[src/rtl/gray_disp_scan.sv]
// gray_disp_scan: drives an external Gray 7-segment decoder and time-multiplexes
// its two digit outputs onto one shared segment bus. A new value is accepted over
// a valid/ready handshake into a one-entry buffer. It is committed only at the
// start of a frame, so a frame never shows two different values.
//
// Frame: BLANK_R (1) -> SHOW_R (TICK_CYC) -> BLANK_L (1) -> SHOW_L (TICK_CYC).
// The blank cycles keep both digit enables low between digits.
//
// Optional feature: define GRAY_DISP_BLINK_EN to add the 'blink' input. While
// blink is high, the digits are dark for 4 frames out of every 8.
//
// Ports:
//   clk        clock
//   rst        synchronous reset, active-high
//   in_valid   producer has a value
//   in_data    value to display (0..15)
//   in_ready   one-entry buffer free
//   auto_en    auto-step mode: increment value every AUTO_FRAMES frames
//   blink      (GRAY_DISP_BLINK_EN only) blink the display
//   dec_num    value driven to the Gray decoder
//   dec_iz     decoder left-digit segments
//   dec_der    decoder right-digit segments
//   seg        shared segment bus, active-high, abcdefg
//   dig_en     digit enables, bit0 = right, bit1 = left
//   frame_stb  one-cycle pulse at the start of each frame

`timescale 1ns/1ps

module gray_disp_scan #(
    parameter int unsigned TICK_CYC    = 1000,
    parameter int unsigned AUTO_FRAMES = 50
) (
    input  logic       clk,
    input  logic       rst,
    input  logic       in_valid,
    input  logic [3:0] in_data,
    output logic       in_ready,
    input  logic       auto_en,
`ifdef GRAY_DISP_BLINK_EN
    input  logic       blink,
`endif
    output logic [3:0] dec_num,
    input  logic [6:0] dec_iz,
    input  logic [6:0] dec_der,
    output logic [6:0] seg,
    output logic [1:0] dig_en,
    output logic       frame_stb
);

    localparam int unsigned CntW = $clog2(TICK_CYC);
    localparam int unsigned FcW  = $clog2(AUTO_FRAMES) + 1;
    localparam logic [CntW-1:0] CntLast = CntW'(TICK_CYC - 1);
    localparam logic [FcW-1:0]  FcLast  = FcW'(AUTO_FRAMES - 1);

    typedef enum logic [1:0] {
        StBlankR,
        StShowR,
        StBlankL,
        StShowL
    } state_t;

    state_t          state_q, state_d;
    logic [CntW-1:0] cnt_q, cnt_d;
    logic [3:0]      cur_val_q, cur_val_d;
    logic [3:0]      pend_val_q, pend_val_d;
    logic            pend_full_q, pend_full_d;
    logic [FcW-1:0]  fc_q, fc_d;
    logic [1:0]      dig_en_fsm;
    logic            xfer;

    always_ff @(posedge clk) begin
        if (rst) begin
            state_q     <= StBlankR;
            cnt_q       <= '0;
            cur_val_q   <= '0;
            pend_val_q  <= '0;
            pend_full_q <= 1'b0;
            fc_q        <= '0;
        end else begin
            state_q     <= state_d;
            cnt_q       <= cnt_d;
            cur_val_q   <= cur_val_d;
            pend_val_q  <= pend_val_d;
            pend_full_q <= pend_full_d;
            fc_q        <= fc_d;
        end
    end

    // Sequencing and tick counter
    always_comb begin
        state_d = state_q;
        cnt_d   = cnt_q;
        unique case (state_q)
            StBlankR: state_d = StShowR;
            StShowR: begin
                if (cnt_q == CntLast) begin
                    cnt_d   = '0;
                    state_d = StBlankL;
                end else begin
                    cnt_d = cnt_q + 1'b1;
                end
            end
            StBlankL: state_d = StShowL;
            StShowL: begin
                if (cnt_q == CntLast) begin
                    cnt_d   = '0;
                    state_d = StBlankR;
                end else begin
                    cnt_d = cnt_q + 1'b1;
                end
            end
            default: state_d = StBlankR;
        endcase
    end

    assign in_ready = ~pend_full_q & ~rst;
    assign xfer     = in_valid & in_ready;

    // Handshake capture and frame-boundary commit. A transfer needs an empty
    // buffer and a commit load needs a full one, so the two never collide.
    always_comb begin
        cur_val_d   = cur_val_q;
        pend_val_d  = pend_val_q;
        pend_full_d = pend_full_q;
        fc_d        = fc_q;
        if (xfer) begin
            pend_val_d  = in_data;
            pend_full_d = 1'b1;
        end
        if (state_q == StBlankR) begin
            if (pend_full_q) begin
                cur_val_d   = pend_val_q;
                pend_full_d = 1'b0;
                fc_d        = '0;
            end else if (auto_en) begin
                if (fc_q == FcLast) begin
                    cur_val_d = cur_val_q + 4'd1;
                    fc_d      = '0;
                end else begin
                    fc_d = fc_q + 1'b1;
                end
            end else begin
                fc_d = '0;
            end
        end
    end

    // Moore outputs
    always_comb begin
        seg        = 7'b0000000;
        dig_en_fsm = 2'b00;
        unique case (state_q)
            StShowR: begin
                seg        = dec_der;
                dig_en_fsm = 2'b01;
            end
            StShowL: begin
                seg        = dec_iz;
                dig_en_fsm = 2'b10;
            end
            default: begin
                seg        = 7'b0000000;
                dig_en_fsm = 2'b00;
            end
        endcase
    end

    // Gated so the strobe stays low while reset is held
    assign frame_stb = (state_q == StBlankR) & ~rst;
    assign dec_num   = cur_val_q;

`ifdef GRAY_DISP_BLINK_EN
    logic [2:0] blink_q;

    always_ff @(posedge clk) begin
        if (rst) begin
            blink_q <= '0;
        end else if (state_q == StBlankR) begin
            blink_q <= blink_q + 3'd1;
        end
    end

    // Only the enables are masked; seg and timing run on unchanged
    assign dig_en = (blink & blink_q[2]) ? 2'b00 : dig_en_fsm;
`else
    assign dig_en = dig_en_fsm;
`endif

endmodule

[config.mk]
export PLATFORM = sky130hd
export DESIGN_NAME = gray_disp_scan
export DESIGN_NICKNAME = d
export VERILOG_FILES = /design/src/rtl/gray_disp_scan.sv
export SDC_FILE = /design/constraint.sdc
export NUM_CORES = 1
export LEC_CHECK = 0
export ABC_CLOCK_PERIOD_IN_PS = 2270
export BUFFER_PORTS_ARGS = -buffer_cell sky130_fd_sc_hd__buf_2
export CAP_MARGIN = 20
export CORE_ASPECT_RATIO = 2
export CORE_MARGIN = 2
export CORE_UTILIZATION = 52
export DETAILED_ROUTE_END_ITERATION = 8
export HOLD_SLACK_MARGIN = 0.12
export PLACE_DENSITY_LB_ADDON = 0.08
export RECOVER_POWER = 50
export SLEW_MARGIN = 20
export SYNTH_ARGS = -nofsm -noshare
export SYNTH_HDL_FRONTEND = slang
export SYNTH_SLANG_ARGS = --single-unit
export TNS_END_PERCENT = 10
[constraint.sdc]
create_clock -name clk -period 2.27 [get_ports clk]
set_input_delay 0.3405 -clock clk [delete_from_list [all_inputs] [get_ports clk]]
set_output_delay 0.3405 -clock clk [all_outputs]
set_load 0.02 [all_outputs]
==> metrics, run 1 <==
combinational power share 0.382; worst path arrival time 1.60 ns; crit start category register; R2R Setup Slk 0.35 ns; post-CTS setup buffers 0; ant diodes 0; top-count cell post-synth nor2_1; largest net degree at the start of global routing 18; IO buf count 36; worst r2r path cells 5; cell taking the most area after synthesis dfxtp_1; Async SR Flop Fraction 0; syn nets 192; Slew HR 0.653; fmax 515 MHz; Final TNS setup 0 ns; placed insts 218; # hold bufs at CTS 0; nets 226; fin cells 222; Max stage delay on crit path 0.42 ns; Final WS setup 0.328 ns; post-DP HPWL 2480 µm; FP Rows 27; FILL cells 260; multiplexer area fraction after synthesis 0.0495; worst r2r dst dec_num[2]; Wirelength per Cell 14.2 µm; EDFF count, synth 0; Crit. Startpoint state_q[0]; CTS tree yes; internal power 0.00103 W; CP max FO 11; Vias/cell 5.54; Synth Area in Simple Gates 0.194; CP endpoint kind primary output; Worst Hold Class input pin to register; Root Buffer clkbuf_8; GRT Residual Overflow 0; leakage 0.700 nW; Ys Warns 0; Compound-Gate Fraction of Synth Area 0.161; post-synthesis adder-cell area fraction 0.0868; Max VDD drop 515 µV; worst path cell trace inv_1, ha_1, inv_1, nor2_1, buf_2; synth top area cells dfxtp_1, ha_1, nor2_1; proportion of layout cells with a drive suffix above 1 0.192; worst r2r src fc_q[0]; GP Congestion 0.716; GR Util All Layers 0.229; Net Sw Power 0.000604 W; overall power 0.00164 W; via count 1229; initial core utilization 0.533; # DRC 0; post-layout minimum cycle time 1.94 ns; status completed; total CTS buffers 3; sequential share of the synthesized area 0.389; Clock power frac 0.238; cells resized by post-CTS repair 0; Syn Area/Cell 9.01 µm²; DRT iter0 DRCs 28; CP most frequent cell inv_1; Tcrit/Tclk final 0.856; first-pass GRT wire length 5200 µm; Die H 78.5 µm; Clock transition at path regs 0.09 ns; tightest hold margin 0.302 ns; largest family of logic cells by synthesized area simple AND/OR/NAND/NOR gates; Worst Setup Path Type register to primary output; Worst EP required 1.93 ns; Slew Limit Fails 0; Initial DRT Pass Iterations 3; Setup crit end frame_stb; XOR/XNOR share of the synthesized area 0.0790; switching portion of total power 0.369; final wirelength 3150 µm; Final Skew 0.00821 ns; Final Hold Fails 0; Mapped Area 1440 µm²; maxcap violations 0; die area 3230 µm²; CTS sink count 28; synth unique cells 36; CORE AREA 2700 µm²; Ports 37; Multi-input gate area 818 µm²; Max Root-Sink Buffers 2; post-route ant nets 0; Area Growth Syn to Fin 16.6%; share of power burned in registers 0.380; predominant post-synthesis flop cell dfxtp_1; CP Depth 5; vias in the first global route 1212; register area 561 µm²; Power per Cell Area 974 nW/µm²; top cells by count, synth nor2_1, dfxtp_1, ha_1; antenna violations before repair 0; #FFs+latches synth 28; clk_lat worst skew 0.27 ns; Syn Inst Count 160; critical path buffer and inverter count 3; Setup-failing EPs final 0; slowest cell on the critical path ha_1; Crit path max-delay family buffers and inverters; RSZ-0062 raised after global routing no; H-tree levels 1; die width 41.2 µm; Place WS 0.431 ns; Yosys top cell area share 0.389; Worst Tran Pin Value 0.515 ns
[power by group through the flow]
stage / clock network, W / registers [W] / logic, W
after floorplan: 0 / 0.000618 / 0.000510
after global placement: 0 / 0.000627 / 0.000613
after detailed placement: 0 / 0.000633 / 0.000637
after CTS: 0.000400 / 0.000622 / 0.000642
after global routing: 0.000416 / 0.000633 / 0.000697
final: 0.000389 / 0.000622 / 0.000625
[registers in the layout, summed over array words and instances, names as in the netlist]
register and flops:
pend_full_q 1, pend_val_q 4, state_q 2, dec_num 4, cnt_q 10, fc_q 7
[per-stage QoR]
step | util | instance area (µm²)
3_5_place_dp | 0.600 | 1620
5_1_grt | 0.622 | 1680
2_1_floorplan | - | 1440
4_1_cts | 0.626 | 1690
6_report | 0.622 | 1680
3_3_place_gp | 0.600 | 1620
[layer usage]
metal	vias to the layer above	wire (µm)	track usage
met5	-	0	0
met4	0	37	0.0871
met3	2	50	0.0339
met2	12	1880	0.416
met1	588	1180	0.237
li1	627	-	-
[worst min path at each step]
stage	from	endpoint	cells past startpoint	slack [ns]
final	in_data[3]	pend_val_q[3]	3	0.30
after CTS	in_data[3]	pend_val_q[3]	3	0.30
after global placement	dec_num[3]	dec_num[3]	2	0.47
after global routing	in_data[3]	pend_val_q[3]	3	0.32
after detailed placement	pend_val_q[1]	pend_val_q[1]	2	0.49
after floorplan	pend_val_q[1]	pend_val_q[1]	2	0.45
[cell usage in the layout (no fill, tap or decap), drive strengths merged, types with 2 or more instances in the layout]
| cell | n |
|---|---|
| clkbuf | 10 |
| or3 | 2 |
| a21o | 2 |
| a21oi | 6 |
| ha | 10 |
| dfxtp | 28 |
| nand3 | 2 |
| mux2i | 6 |
| buf | 29 |
| or2 | 2 |
| nor2 | 29 |
| nand4 | 6 |
| o21ai | 5 |
| o211ai | 2 |
| xor2 | 6 |
| a31oi | 2 |
| a211oi | 2 |
| nand2 | 8 |
| nor3 | 3 |
| xnor2 | 7 |
| a22o | 7 |
| inv | 6 |
[final cells by class]
cell class                      count  area share
Multi-Input combinational cell    119       0.487
Sequential cell                    28       0.334
Timing Repair Buffer               36       0.102
Clock buffer                        3      0.0246
Tap cell                           29      0.0216
Clock inverter                      1      0.0179
Inverter                            6      0.0134
[worst reg2reg max path, delay by kind of cell (launching register included)]
kind | cells | cell delay, ns
simple gates | 2 | 0.73
compound gates | 2 | 0.55
flops | 1 | 0.41
fa+ha+maj | 1 | 0.16
[kinds of logic after synthesis]
group | Yosys count
AOI/OAI and AO/OA | 31
buffers and inverters | 13
xor gates and xnor gates | 13
muxes | 7
adders and majority gates | 10
and+or+nand+nor | 58
DFF | 28
No activity file was read; power rests on OpenSTA's default activity.
==> run 2, diff against run 1 <==
Settings changed: ABC_CLOCK_PERIOD_IN_PS 2270 to 2300, CORE_ASPECT_RATIO 2 to not set, CORE_UTILIZATION 52 to 56, CTS_BUF_LIST set to sky130_fd_sc_hd__clkbuf_16.
Clock period 2.27 ns to 2.3 ns, I/O delays scaled along.
==> run 2 against run 1 <==
  * Critical path depth unchanged
  * Clock skew down 0.0031 ns
  * Sequential power down 2%
  * Global-route usage down 2.9 points
  * Hold slack better by 0.035 ns
  * Die area down 7.4%
  * Final area up 0.52%
  * Clock power down 2%
  * Sequential cell count unchanged
==> metrics, run 2 (same netlist as run 1, synthesis figures left out) <==
crit start category register; nets 226 (unchanged); die area 3000 µm² (-7.4%); H-tree levels 1 (unchanged); CP max FO 6 (-5); Crit path max-delay family simple AND/OR/NAND/NOR gates; FP Rows 18 (-33%); proportion of layout cells with a drive suffix above 1 0.187 (-0.00518); RSZ-0062 raised after global routing no; Hold EP pend_val_q[2]; Max stage delay on crit path 0.50 ns (+0.08 ns); ant diodes 0 (unchanged); clk_lat worst skew 0.26 ns (about the same); Worst EP required 2.49 ns (+0.56 ns); Clock transition at path regs 0.07 ns (-0.02 ns); Die H 54.7 µm (-30%); Root Buffer clkbuf_16; # DRC 0 (unchanged); largest net degree at the start of global routing 18 (unchanged); final wirelength 2670 µm (-15%); Vias/cell 5.35 (-3.4%); Final TNS setup 0 ns (unchanged); GP Congestion 0.756 (+5.6%); GRT met1 Usage 0.264 (+0.0273); CTS tree yes; IO buf count 36 (unchanged); CORE AREA 2450 µm² (-9.2%); worst r2r path cells 5 (unchanged); Power per Cell Area 945 nW/µm² (-2.9%); Max Root-Sink Buffers 2 (unchanged); Slew HR 0.654 (+0.00129); worst r2r src fc_q[0]; Wirelength per Cell 12.0 µm (-16%); post-CTS setup buffers 0 (unchanged); post-layout minimum cycle time 1.90 ns; global-route met2 utilization 0.337 (-0.0783); Slew Limit Fails 0 (unchanged); max reg flops 10 (unchanged); first-pass GRT wire length 4410 µm (-15%); cells resized by post-CTS repair 0 (unchanged); Worst Hold Class input pin to register; slowest cell on the critical path or4b_1; leakage 0.702 nW (+0.41%); min-delay src in_data[2]; CP endpoint kind register; Tcrit/Tclk final 0.827; Worst Setup Path Type register to register; post-DP HPWL 2020 µm (-18%); grt met3 use 0.0328 (-0.00111); Setup-failing EPs final 0 (unchanged); post-route ant nets 0 (unchanged); total CTS buffers 3 (unchanged); gr busiest metal met2; GR Util All Layers 0.200 (-0.0291); GRT Residual Overflow 0 (unchanged); worst path arrival time 2.09 ns (+0.49 ns); Max VDD drop 746 µV (+45%); critical path buffer and inverter count 0 (-3); maxcap violations 0 (unchanged); largest registers cnt_q x10, fc_q x7; die width 54.7 µm (+33%); Final Skew 0.00509 ns (-0.00312 ns); antenna violations before repair 0 (unchanged); Ports 37 (unchanged); # hold bufs at CTS 0 (unchanged); leading cell types in the layout, fill and taps excluded nor2_1, buf_2, dfxtp_1; largest register by flop count cnt_q; overall power 0.00160 W (-2.4%); Area Growth Syn to Fin 17.2%; worst r2r dst dec_num[2]; status completed; Worst Tran Pin Value 0.518 ns (+0.00244 ns); via count 1192 (-3.0%); WHS Path Cells 3 (unchanged); DRT iter0 DRCs 13 (-54%); Final Hold Fails 0 (unchanged); R2R Setup Slk 0.40 ns (+0.05 ns); initial core utilization 0.587 (+0.0538); Place WS 0.466 ns (+0.0354 ns); vias in the first global route 1055 (-13%); fmax 526 MHz; Initial DRT Pass Iterations 4 (+1); CTS sink count 28 (unchanged); Final WS setup 0.398 ns (+0.0707 ns); worst path cell trace ha_1, or4b_1, o32a_4, or2_0, a21oi_1
[run 2: power by group]
group	total (W)	internal (W)	switching, W
Clock	0.000383	0.000232	0.000150
Combinational	0.000604	0.000241	0.000362
Sequential	0.000610	0.000543	0.0000674
Total	0.00160	0.00102	0.000580
[run 2: through the flow]
step           instance area, µm²  hold WS, ns   util  cells
6_report                     1690        0.337  0.688    223
4_1_cts                      1700        0.336  0.693    223
3_5_place_dp                 1620        0.490  0.661    219
5_1_grt                      1690        0.331  0.688    223
2_1_floorplan                1440        0.454      -    160
3_3_place_gp                 1620        0.478  0.661    219
[run 2: worst max path at each step]
stage | startpoint | to | slack [ns] | cells past startpoint
2_1_floorplan | fc_q[0] | dec_num[2] | 0.54 | 5
3_3_place_gp | fc_q[0] | dec_num[2] | 0.51 | 5
3_5_place_dp | fc_q[0] | dec_num[2] | 0.47 | 5
4_1_cts | state_q[0] | frame_stb | 0.38 | 5
5_1_grt | state_q[0] | frame_stb | 0.24 | 5
6_report | fc_q[0] | dec_num[2] | 0.40 | 5
[run 2: layout make-up]
type | count | area (µm²)
Inverter | 6 | 22.5
Timing Repair Buffer | 36 | 171
Tap cell | 30 | 37.5
Clock inverter | 1 | 3.75
Sequential cell | 28 | 561
Multi-Input combinational cell | 119 | 818
Fill cell | 211 | 766
Clock buffer | 3 | 75.1
[run 2: routing by layer]
metal | wire [µm] | part of all wire
met4 | 14 | 0.0052
met3 | 85 | 0.032
met2 | 1270 | 0.47
met1 | 1310 | 0.49
met5 | 0 | 0
[run 2: worst reg2reg max path, stage by stage (launching register included)]
cell and delay [ns]:
dfxtp_1 0.39, ha_1 0.16, or4b_1 0.50, o32a_4 0.42, or2_0 0.23, a21oi_1 0.14
==> run 3, diff against run 2 <==
Settings changed: ABC_CLOCK_PERIOD_IN_PS 2300 to 1710, CORE_ASPECT_RATIO set to 2, CORE_UTILIZATION 56 to 47.
Clock period 2.3 ns to 1.71 ns, I/O delays scaled along.
==> run 3 against run 2 <==
  * The run now ends with setup timing left
  * Clock skew shrank 0.0034 ns
  * First-iteration DRC count grew 130%
  * Die area grew 19%
  * Maximum frequency grew 9.1%
  * Count of clock-buffer cells in the layout is the same
  * Critical path type unchanged
  * Critical endpoint is now dec_num[3]
  * Largest power group is now combinational cells
==> metrics, run 3 (same netlist as run 1, synthesis figures left out) <==
status finished with violations; violated checks setup timing; CORE AREA 2940 µm² (+20%); Clock transition at path regs 0.06 ns (about the same); initial core utilization 0.490 (-0.0974); Max Root-Sink Buffers 2 (unchanged); GP Congestion 0.785 (+3.9%); Slew HR 0.651 (-0.00370); GRT Residual Overflow 0 (unchanged); Slew Limit Fails 0 (unchanged); largest net degree at the start of global routing 18 (unchanged); via count 1324 (+11%); vias in the first global route 1276 (+21%); maxcap violations 0 (unchanged); largest register by flop count cnt_q; CP endpoint kind register; die width 43.2 µm (-21%); final wirelength 3210 µm (+20%); WHS Path Cells 3 (unchanged); CTS tree yes; Tcrit/Tclk final 1.02 (+0.192); Wirelength per Cell 13.8 µm (+15%); leakage 0.765 nW (+8.9%); DRT iter0 DRCs 30 (+17); Worst Hold Class input pin to register; CP max FO 6 (unchanged); placed insts 229 (+4.6%); CTS sink count 28 (unchanged); # DRC 0 (unchanged); Setup-failing EPs final 2 (+2); Root Buffer clkbuf_16; tightest hold margin 0.241 ns (-0.0965 ns); Worst EP required 1.85 ns (-0.64 ns); RSZ-0062 raised after global routing yes; leading cell types in the layout, fill and taps excluded buf_2, nor2_1, dfxtp_1; total CTS buffers 3 (unchanged); post-CTS setup buffers 0 (unchanged); worst r2r path cells 6 (+1); crit start category register; fmax 574 MHz (+9.1%); commonest non-fill, non-tap cell in the layout buf_2; post-DP HPWL 2530 µm (+26%); Place WS -0.0128 ns (-0.479 ns); Max VDD drop 944 µV (+27%); H-tree levels 1 (unchanged); post-layout minimum cycle time 1.74 ns (-0.159 ns); min-delay src in_data[1]; Finished Core Util 0.616 (-0.0720); proportion of layout cells with a drive suffix above 1 0.296 (+0.109); die area 3550 µm² (+19%); worst path arrival time 1.88 ns (-0.21 ns); post-route ant nets 0 (unchanged); FP Rows 28 (+10); Ports 37 (unchanged); Crit. Startpoint fc_q[1]; max reg flops 10 (unchanged); Final Hold Fails 0 (unchanged); GR Util All Layers 0.188 (-0.0127); # hold bufs at CTS 0 (unchanged); largest registers cnt_q x10, fc_q x7; ant diodes 0 (unchanged); antenna violations before repair 0 (unchanged); IO buf count 36 (unchanged); Final TNS setup -0.0500 ns (-0.0500 ns); Initial DRT Pass Iterations 4 (unchanged); Final WS setup -0.0326 ns (-0.431 ns); Die H 82.3 µm (+50%); Worst Setup Path Type register to register; nets 236 (+4.4%); clk_lat worst skew 0.26 ns (about the same); fin cells 233 (+4.5%); worst r2r src fc_q[1]; Worst Tran Pin Value 0.523 ns (+0.00553 ns); Area Growth Syn to Fin 25.8%; Power per Cell Area 1300 nW/µm² (+38%); first-pass GRT wire length 5170 µm (+17%); Vias/cell 5.68 (+6.3%); Final Skew 0.00169 ns (-0.00340 ns)
## run 3: changes by cell type in the layout (fill, tap and decap cells not counted), moves of 2 or more
cell      previous run  this run
buf_4                0        10
ha_1                10         7
buf_2               29        32
ha_4                 0         2
dfxtp_1             28        24
clkbuf_1             7         4
inv_1                6         4
dfxtp_2              0         3
inv_2                0         2
## run 3: timing repair
item / 4_1_cts / 5_1_grt
endpoints found under the setup margin: 16 / 19
resized for setup: 3 / 9
pin swaps: 7 / 4
## run 3: final cells by class
| type | count | area, µm² |
|---|---|---|
| multi-input cells | 119 | 856 |
| fillers | 258 | 1130 |
| flip-flops and latches | 28 | 568 |
| inverters | 6 | 22.5 |
| well taps | 30 | 37.5 |
| clock inverters | 1 | 3.75 |
| clock buffers | 3 | 75.1 |
| repair buffers | 46 | 250 |
## run 3: final timing paths
kind / to / slack, ns
setup / recovery: dec_num[3] / -0.03
hold / removal: pend_val_q[1] / 0.24
setup reg to reg: dec_num[3] / -0.03
hold reg to reg: pend_val_q[3] / 0.49
## run 3: routing by layer
metal	track usage	vias to the layer above	part of all wire
met5	0	-	0
met2	0.387	41	0.57
met1	0.165	625	0.36
li1	-	652	-
met4	0.100	0	0.020
met3	0.0217	6	0.044
## run 3: critical path, cell delays in order, from the launching register on
cell and delay (ns):
dfxtp_2 0.32, inv_2 0.06, ha_4 0.11, or4b_4 0.46
o32a_4 0.40, o21ai_0 0.18, a21oi_1 0.09
## run 3: where the power goes
group,leakage [nW],internal (W),switching [W]
clock network,0.0385,0.000313,0.000213
registers,0.229,0.000743,0.0000968
logic,0.497,0.000441,0.000555
total,0.765,0.00150,0.000865
## run 3: metrics by stage
stage | total power (W) | instance area, µm²
after floorplan | 0.00150 | 1440
after global placement | 0.00174 | 1700
after detailed placement | 0.00179 | 1700
after CTS | 0.00233 | 1780
after global routing | 0.00251 | 1810
final | 0.00236 | 1810
